<file path="src/rtl/video2ram_pkg.sv">
// rtl/video2ram_pkg.sv - shared types, window defaults and helpers for the video-to-RAM writer
package video2ram_pkg;

    typedef enum logic {
        MODE_PROGRESSIVE = 1'b0,
        MODE_DOUBLER     = 1'b1
    } mode_t;

    typedef enum logic [1:0] {
        WAIT_FRAME = 2'd0,
        WAIT_LINE  = 2'd1,
        CAPTURE    = 2'd2,
        LINE_DONE  = 2'd3
    } state_t;

    localparam int DEF_H_START_P   = 44;
    localparam int DEF_V_END_P     = 480;
    localparam int DEF_H_START_D   = 1;
    localparam int DEF_V_END_D     = 504;
    localparam int DEF_GAP_START_D = 240;
    localparam int DEF_GAP_END_D   = 262;

    function automatic int clog2(input int value);
        int r;
        r = 0;
        while ((1 << r) < value) begin
            r = r + 1;
        end
        return r;
    endfunction

endpackage

</file>
<file path="src/rtl/video2ram_addr_gen.sv">
// rtl/video2ram_addr_gen.sv - ring slot, line base and pixel offset counters for the line buffer
module video2ram_addr_gen
    import video2ram_pkg::*;
#(
    parameter int ADDR_BITS    = 14,
    parameter int LINE_PIXELS  = 640,
    parameter int BUFFER_LINES = 16,
    parameter int SLOT_BITS    = 4,
    parameter int XOFF_BITS    = 10
) (
    input  logic                 clock,
    input  logic                 reset,
    input  logic                 frame_clear,
    input  logic                 capture,
    input  logic                 line_done,
    output logic [ADDR_BITS-1:0] addr,
    output logic [SLOT_BITS-1:0] slot,
    output logic                 first_pass,
    output logic                 last_pixel
);

    logic [ADDR_BITS-1:0] base;
    logic [XOFF_BITS-1:0] xoff;

    // base tracks slot*LINE_PIXELS incrementally so no multiplier is needed
    assign addr       = base + ADDR_BITS'(xoff);
    assign last_pixel = (xoff == XOFF_BITS'(LINE_PIXELS - 1));

    always_ff @(posedge clock) begin
        if (reset) begin
            base       <= '0;
            xoff       <= '0;
            slot       <= '0;
            first_pass <= 1'b0;
        end else if (frame_clear) begin
            base       <= '0;
            xoff       <= '0;
            slot       <= '0;
            first_pass <= 1'b1;
        end else if (line_done) begin
            xoff <= '0;
            if (slot == SLOT_BITS'(BUFFER_LINES - 1)) begin
                slot       <= '0;
                base       <= '0;
                first_pass <= 1'b0;
            end else begin
                slot <= slot + SLOT_BITS'(1);
                base <= base + ADDR_BITS'(LINE_PIXELS);
            end
        end else if (capture) begin
            xoff <= xoff + XOFF_BITS'(1);
        end
    end

endmodule

</file>
<file path="src/rtl/video2ram_window.sv">
// rtl/video2ram_window.sv - captures a per-mode raster window into a circular line-buffer RAM
module video2ram_window
    import video2ram_pkg::*;
#(
    parameter int DATA_WIDTH   = 24,
    parameter int ADDR_BITS    = 14,
    parameter int LINE_PIXELS  = 640,
    parameter int BUFFER_LINES = 16,
    parameter int TRIGGER_ADDR = 5120,
    parameter int H_START_P    = DEF_H_START_P,
    parameter int V_END_P      = DEF_V_END_P,
    parameter int H_START_D    = DEF_H_START_D,
    parameter int V_END_D      = DEF_V_END_D,
    parameter int GAP_START_D  = DEF_GAP_START_D,
    parameter int GAP_END_D    = DEF_GAP_END_D,
    parameter int SLOT_BITS    = (clog2(BUFFER_LINES) < 1) ? 1 : clog2(BUFFER_LINES)
) (
    input  logic                    clock,
    input  logic                    reset,
    input  logic [DATA_WIDTH/3-1:0] R,
    input  logic [DATA_WIDTH/3-1:0] G,
    input  logic [DATA_WIDTH/3-1:0] B,
    input  logic [11:0]             counterX,
    input  logic [11:0]             counterY,
    input  logic                    line_doubler,
    output logic [DATA_WIDTH-1:0]   wrdata,
    output logic [ADDR_BITS-1:0]    wraddr,
    output logic                    wren,
    output logic                    wrclock,
    output logic                    starttrigger,
    output logic [SLOT_BITS-1:0]    line_slot,
    output logic                    frame_active
);

    localparam int XOFF_BITS = clog2(LINE_PIXELS + 1);
    localparam bit TRIG_REACHABLE = (TRIGGER_ADDR < BUFFER_LINES * LINE_PIXELS);
    localparam logic [ADDR_BITS-1:0] TRIG_ADDR_W = ADDR_BITS'(TRIGGER_ADDR);

    state_t               state_q, state_d;
    mode_t                mode_q;
    logic                 trig_done;
    logic                 frame_start;
    logic                 in_gap;
    logic [11:0]          h_start;
    logic [11:0]          v_end;
    logic                 frame_clear;
    logic                 capture;
    logic                 line_done;
    logic                 end_frame;
    logic [ADDR_BITS-1:0] cur_addr;
    logic                 first_pass;
    logic                 last_pixel;

    assign wrclock     = clock;
    assign frame_start = (counterX == 12'd0) && (counterY == 12'd0);

    // window limits follow the mode latched at frame start, not the live input
    assign h_start = (mode_q == MODE_DOUBLER) ? 12'(H_START_D) : 12'(H_START_P);
    assign v_end   = (mode_q == MODE_DOUBLER) ? 12'(V_END_D)   : 12'(V_END_P);
    assign in_gap  = (mode_q == MODE_DOUBLER) &&
                     (counterY >= 12'(GAP_START_D)) && (counterY <= 12'(GAP_END_D));

    always_ff @(posedge clock) begin
        if (reset) begin
            state_q <= WAIT_FRAME;
        end else begin
            state_q <= state_d;
        end
    end

    always_comb begin
        state_d     = state_q;
        frame_clear = 1'b0;
        capture     = 1'b0;
        line_done   = 1'b0;
        end_frame   = 1'b0;
        if (frame_start) begin
            // a frame start anywhere restarts the frame and drops any partial line
            frame_clear = 1'b1;
            state_d     = WAIT_LINE;
        end else begin
            unique case (state_q)
                WAIT_FRAME: state_d = WAIT_FRAME;
                WAIT_LINE: begin
                    if ((counterX == h_start) && (counterY < v_end) && !in_gap) begin
                        capture = 1'b1;
                        state_d = last_pixel ? LINE_DONE : CAPTURE;
                    end
                end
                CAPTURE: begin
                    capture = 1'b1;
                    if (last_pixel) begin
                        state_d = LINE_DONE;
                    end
                end
                LINE_DONE: begin
                    line_done = 1'b1;
                    if (counterY >= v_end - 12'd1) begin
                        end_frame = 1'b1;
                        state_d   = WAIT_FRAME;
                    end else begin
                        state_d = WAIT_LINE;
                    end
                end
                default: state_d = WAIT_FRAME;
            endcase
        end
    end

    video2ram_addr_gen #(
        .ADDR_BITS    (ADDR_BITS),
        .LINE_PIXELS  (LINE_PIXELS),
        .BUFFER_LINES (BUFFER_LINES),
        .SLOT_BITS    (SLOT_BITS),
        .XOFF_BITS    (XOFF_BITS)
    ) u_addr_gen (
        .clock       (clock),
        .reset       (reset),
        .frame_clear (frame_clear),
        .capture     (capture),
        .line_done   (line_done),
        .addr        (cur_addr),
        .slot        (line_slot),
        .first_pass  (first_pass),
        .last_pixel  (last_pixel)
    );

    always_ff @(posedge clock) begin
        if (reset) begin
            wren         <= 1'b0;
            wrdata       <= '0;
            wraddr       <= '0;
            starttrigger <= 1'b0;
            trig_done    <= 1'b0;
            frame_active <= 1'b0;
            mode_q       <= MODE_PROGRESSIVE;
        end else begin
            wren         <= capture;
            starttrigger <= 1'b0;
            if (capture) begin
                wrdata <= DATA_WIDTH'({R, G, B});
                wraddr <= cur_addr;
                if (TRIG_REACHABLE && (cur_addr == TRIG_ADDR_W) && first_pass && !trig_done) begin
                    starttrigger <= 1'b1;
                    trig_done    <= 1'b1;
                end
            end
            if (frame_clear) begin
                mode_q       <= line_doubler ? MODE_DOUBLER : MODE_PROGRESSIVE;
                trig_done    <= 1'b0;
                frame_active <= 1'b1;
            end else if (end_frame) begin
                frame_active <= 1'b0;
            end
        end
    end

endmodule

</file>
<file path="config.mk">
export PLATFORM = sky130hd
export DESIGN_NAME = video2ram_window
export DESIGN_NICKNAME = d
export VERILOG_FILES = /design/src/rtl/video2ram_pkg.sv /design/src/rtl/video2ram_addr_gen.sv /design/src/rtl/video2ram_window.sv
export SDC_FILE = /design/constraint.sdc
export NUM_CORES = 1
export LEC_CHECK = 0
export BUFFER_PORTS_ARGS = -buffer_cell sky130_fd_sc_hd__buf_2
export CORE_MARGIN = 3
export CORE_UTILIZATION = 25
export CTS_CLUSTER_DIAMETER = 30
export DETAILED_ROUTE_END_ITERATION = 10
export GPL_TIMING_DRIVEN = 0
export MAX_ROUTING_LAYER = met4
export PLACE_DENSITY = 0.45
export SETUP_SLACK_MARGIN = 0.5
export SLEW_MARGIN = 15
export SYNTH_ARGS = -nofsm -noshare
export SYNTH_HDL_FRONTEND = slang
export SYNTH_SLANG_ARGS = --single-unit
export TNS_END_PERCENT = 100
</file>
<file path="constraint.sdc">
create_clock -name clock -period 2.8 [get_ports clock]
set_input_delay 0.28 -clock clock [delete_from_list [all_inputs] [get_ports clock]]
set_output_delay 0.28 -clock clock [all_outputs]
set_load 0.02 [all_outputs]
</file>
After elaboration in Yosys (flattened, before gate mapping)
Index checks and enable logic that the tools add are counted.

Add/subtract/negate cells: 5. $lt $le $gt $ge: 4. Equal/unequal tests: 11. Mux-type cells: 26. Bitwise logic cells: 1. Reductions and logical operators: 23.

Operator list (number): 12-bit zero test (2); 1-bit two-way mux (18); 14-bit by 10-bit adder with 14-bit output (1); 14-bit by 10-bit adder with 14-bit output, second input constant (1); 14-bit by 13-bit == test with 1-bit output, second input constant (1); 14-bit two-way mux (1); 12-bit by 6-bit == test with 1-bit output (1); 12-bit greater-or-equal comparator (1); 12-bit by 8-bit greater-or-equal comparator with 1-bit output, second input constant (1); 12-bit by 9-bit less-or-equal comparator with 1-bit output, second input constant (1); 12-bit by 9-bit less-than comparator with 1-bit output (1); 10-bit by 1-bit adder with 10-bit output, second input constant (1); 10-bit == test, second input constant (1); 9-bit by 1-bit subtractor with 10-bit output, second input constant (1); 2-bit case mux with 4 select lines (1); 2-bit AND reduction (4); 1-bit logical AND (7); 6-bit two-way mux (1); 3-bit != test, second input constant (2); 2-bit nonzero test (3); 2-bit OR reduction (3); 5-bit two-way mux (1); 4-bit by 1-bit adder with 4-bit output, second input constant (1); 2-bit == test, second input constant (2); 10 further kinds (13).

Bits in registers: 74. Bits of input ports: 51. Output and inout port bits: 46.

Longest topological paths before layout
Depth in word-level cells: 10. Depth in mapped cells: 10.

Hierarchy
From an unflattened synthesis, not the netlist that was laid out.

Cells, all modules: 591. Area total of the unflattened synthesis: 4737.0 µm².

Modules (own cells, without submodules): video2ram_window (instances 1, cells an instance 451, area each 3539.6 µm², sequential area each 900.9 µm²); video2ram_addr_gen (instances 1, cells an instance 140, area each 1197.4 µm², sequential area each 440.4 µm²).

==> summary.md <==
| Metric | Value |
|---|---|
| Most frequent cells in the layout | `101 x buf_2, 66 x dfxtp_1, 50 x a21oi_1, 45 x nand3_1, 34 x o21ai_0` |
| Total power | `3.21 mW` |
| Clk Latency, worst-skew pair | `between 400 and 500 ps` |
| Final nets | `between 500 and 600` |
| CP Max Fanout | `10` |
| Via count | `3448` |
| Antenna viol nets, final | `0` |
| Met2 GRT Util | `0.214` |
| Reg2reg end | `wraddr[9]` |
| Post-route minimum period | `2230 ps` |
| Die Width | `123 µm` |
| Final Hold Vio Count | `0` |
| Final worst clock skew | `4.28 ps` |
| Initial antenna violation count | `0` |
| Rows | `42` |
| CTS tree | `done` |
| Hold endpoint | `wrdata[23]` |
| Setup slack after layout | `around 570 ps` |
| Sum Neg Setup Slack | `0 ps` |
| Async SR Flop Fraction | `0` |
| Status | `complete, no violations` |
| Pin count of the biggest net entering global routing | `13` |
| Fillers | `1422` |
| Type of the worst setup path | `reg -> reg` |
| DP Cell Count | `676` |
| Hold/Removal Path Class | `in -> reg` |
| Mapped Cells | `404` |
| Post-Synth Adder-Cell Area | `0.0588` |
| Hold Crit Start | `R[7]` |
| Worst Max-Slew Pin Slew | `~740 ps` |
| CORE AREA | `0.0133 mm²` |
| DIE HEIGHT | `between 100 and 150 µm` |
| Boundary Pins | `97` |
| Reg2Reg Setup Slack | `around 570 ps` |
| Non-filler instance count after layout | `698` |
| Layout cells sized above 1 | `0.285` |
| CP Capture Type | `flip-flop` |
| Pre-CTS setup slack | `342 ps` |
| LEAKAGE | `around 1.8 nW` |
| Busiest grt layer | `met2` |
| Maximum clock rate | `448 MHz` |
| Worst reg2reg startpoint | `mode_q` |
| Area of the die | `0.0151 mm²` |
| Met1 usage | `0.185` |
| Post-Syn Area | `approximately 0.0034 mm²` |
| Gr usage total | `0.144` |
| Initial DRC Count | `176` |
| DRC violations left | `0` |
| Cell variety after synth | `52` |
| Synthesized flop and latch total | `67` |
| Area delta synth->final | `34.2%` |
| Hold Path Stages | `3` |
| Power density cells | `702 mW/mm²` |
| Reg2Reg Depth | `9` |
| Setup violators final | `0` |
| I/O Buffers | `96` |
| Maximum vdd drop | `332 µV` |
| Met3 usage | `0.0323` |
| Register area share after synthesis | `0.394` |
| Post-DP HPWL | `~7600 µm` |
| Congestion Overflow GR | `0` |
| Period utilisation layout | `0.797` |
| Starting Density | `0.256` |
| Top_reg_cell synth | `dfxtp_1` |
| Setup crit start kind | `flip-flop` |
| Largest family of logic cells by synthesized area | `simple AND/OR/NAND/NOR gates` |
| Drt wl/cell | `15.1 µm` |
| Reg clk slew, reported paths | `roughly 60 ps` |
| Placer congestion estimate | `0.780` |
| Critical Path RT | `3130 ps` |
| Ant diodes | `0` |
| Max-slew violations | `0` |
| Max_cap viols | `0` |
| Critical path data arrival time | `2560 ps` |
| Synth Area in XOR/XNOR | `0.0488` |
| Synth Area in Compound Gates | `0.208` |
| Routed WL | `10500 µm` |
| RSZ-0062 raised after global routing | `false` |
| Commonest non-fill, non-tap cell in the layout | `buf_2` |
| Slew margin rel. | `0.502` |
| Via density | `4.94` |
| EDFF count, synth | `0` |
| Number of global-route vias before repair | `about 3400` |
| Ys Warns | `0` |
| Synthesized Nets | `471` |
| Avg Inst Size Synth | `8.43 µm²` |
| Proportion of synthesized area in mux cells | `0.00881` |
| Post-Synth Simple-Gate Area | `0.233` |
| DR pass1 iterations | `4` |
| First-pass GRT wire length | `roughly 16000 µm` |
| Post-CTS Hold Buffers | `0` |
-- worst max-delay path by stage --
| stage | end | depth (start not counted) | start | slack, ps |
|---|---|---|---|---|
| CTS | starttrigger | 9 | mode_q | 490 |
| global placement | starttrigger | 9 | mode_q | 360 |
| finish | wraddr[9] | 9 | mode_q | 570 |
| floorplan | u_addr_gen.xoff[5] | 9 | mode_q | 730 |
| global route | wrdata[0] | 8 | mode_q | 490 |
| detailed placement | wraddr[2] | 7 | counterY[9] | 340 |
-- per-stage QoR --
step / area (µm²) / utilization / hold slack [ps]
after floorplan: 3410 / - / 393
after global placement: 4110 / 0.309 / 456
after detailed placement: 4110 / 0.309 / 455
after CTS: 4500 / 0.339 / 75.4
after global routing: 4570 / 0.344 / 80.6
final: 4570 / 0.344 / 85.2
-- cell type report --
class | instances | area, µm² | share of cell area
clock inverter | 7 | 92.6 | 0.0203
timing repair buffer | 97 | 488 | 0.107
multi-input combinational | 300 | 1940 | 0.425
sequential | 67 | 1350 | 0.294
inverter | 8 | 30.0 | 0.00657
clock buffer | 13 | 305 | 0.0668
buffer | 30 | 149 | 0.0326
tap | 176 | 220 | 0.0482
-- cells in the mapped netlist, types with 5 or more instances --
library cell,number,share of area
nor3_1,13,0.019
nand2_1,13,0.014
inv_1,8,0.0088
or3_1,8,0.015
a211oi_1,7,0.015
o21ai_0,34,0.050
and3_1,9,0.017
dfxtp_1,67,0.39
xnor2_1,14,0.036
clkbuf_1,21,0.023
a21oi_1,52,0.076
ha_1,16,0.059
xor2_1,5,0.013
nand3_1,45,0.066
nand4_1,6,0.011
nor2_1,23,0.025
-- flip-flops by register name (all words and copies together) (netlist names) --
signal and count:
mode_q 1, wrdata 24, u_addr_gen.base 7, state_q 2, wraddr 14, frame_active 1, wren 1, u_addr_gen.first_pass 1
u_addr_gen.slot 4, starttrigger 1, u_addr_gen.xoff 10, trig_done 1
-- critical path, stage by stage (launching register included) --
cell	delay, ps
dfxtp_4	380
inv_2	60
ha_4	200
nor2b_1	120
o211a_1	250
nor3_4	270
a31o_2	270
buf_6	160
nand2_1	160
a31o_1	260
-- layer usage --
layer / part of all wire / up-vias
met5: 0 / -
met4: 0.018 / 0
met3: 0.058 / 17
met2: 0.46 / 89
met1: 0.46 / 1634
li1: - / 1708
-- power breakdown --
group | internal (mW) | total (mW) | switching, mW
Clock | 0.986 | 1.48 | 0.489
Combinational | 0.208 | 0.737 | 0.529
Sequential | 0.979 | 0.997 | 0.0181
-- what timing repair did --
item / 4_1_cts / 5_1_grt
gates cloned: 0 / 2
gates resized for setup: 3 / 22
setup endpoints to repair: 49 / 47
pin swaps: 0 / 4
buffers inserted: 0 / 1
-- cells by family after synthesis --
| kind of cell | after synthesis |
|---|---|
| AND/OR/NAND/NOR | 140 |
| XOR/XNOR | 19 |
| adder cells (fa/ha/maj) | 16 |
| AO/OA/AOI/OAI | 120 |
| buffers and inverters | 38 |
| other | 1 |
| multiplexers | 3 |
| flip-flops | 67 |
No activity file was read; power rests on OpenSTA's default activity.
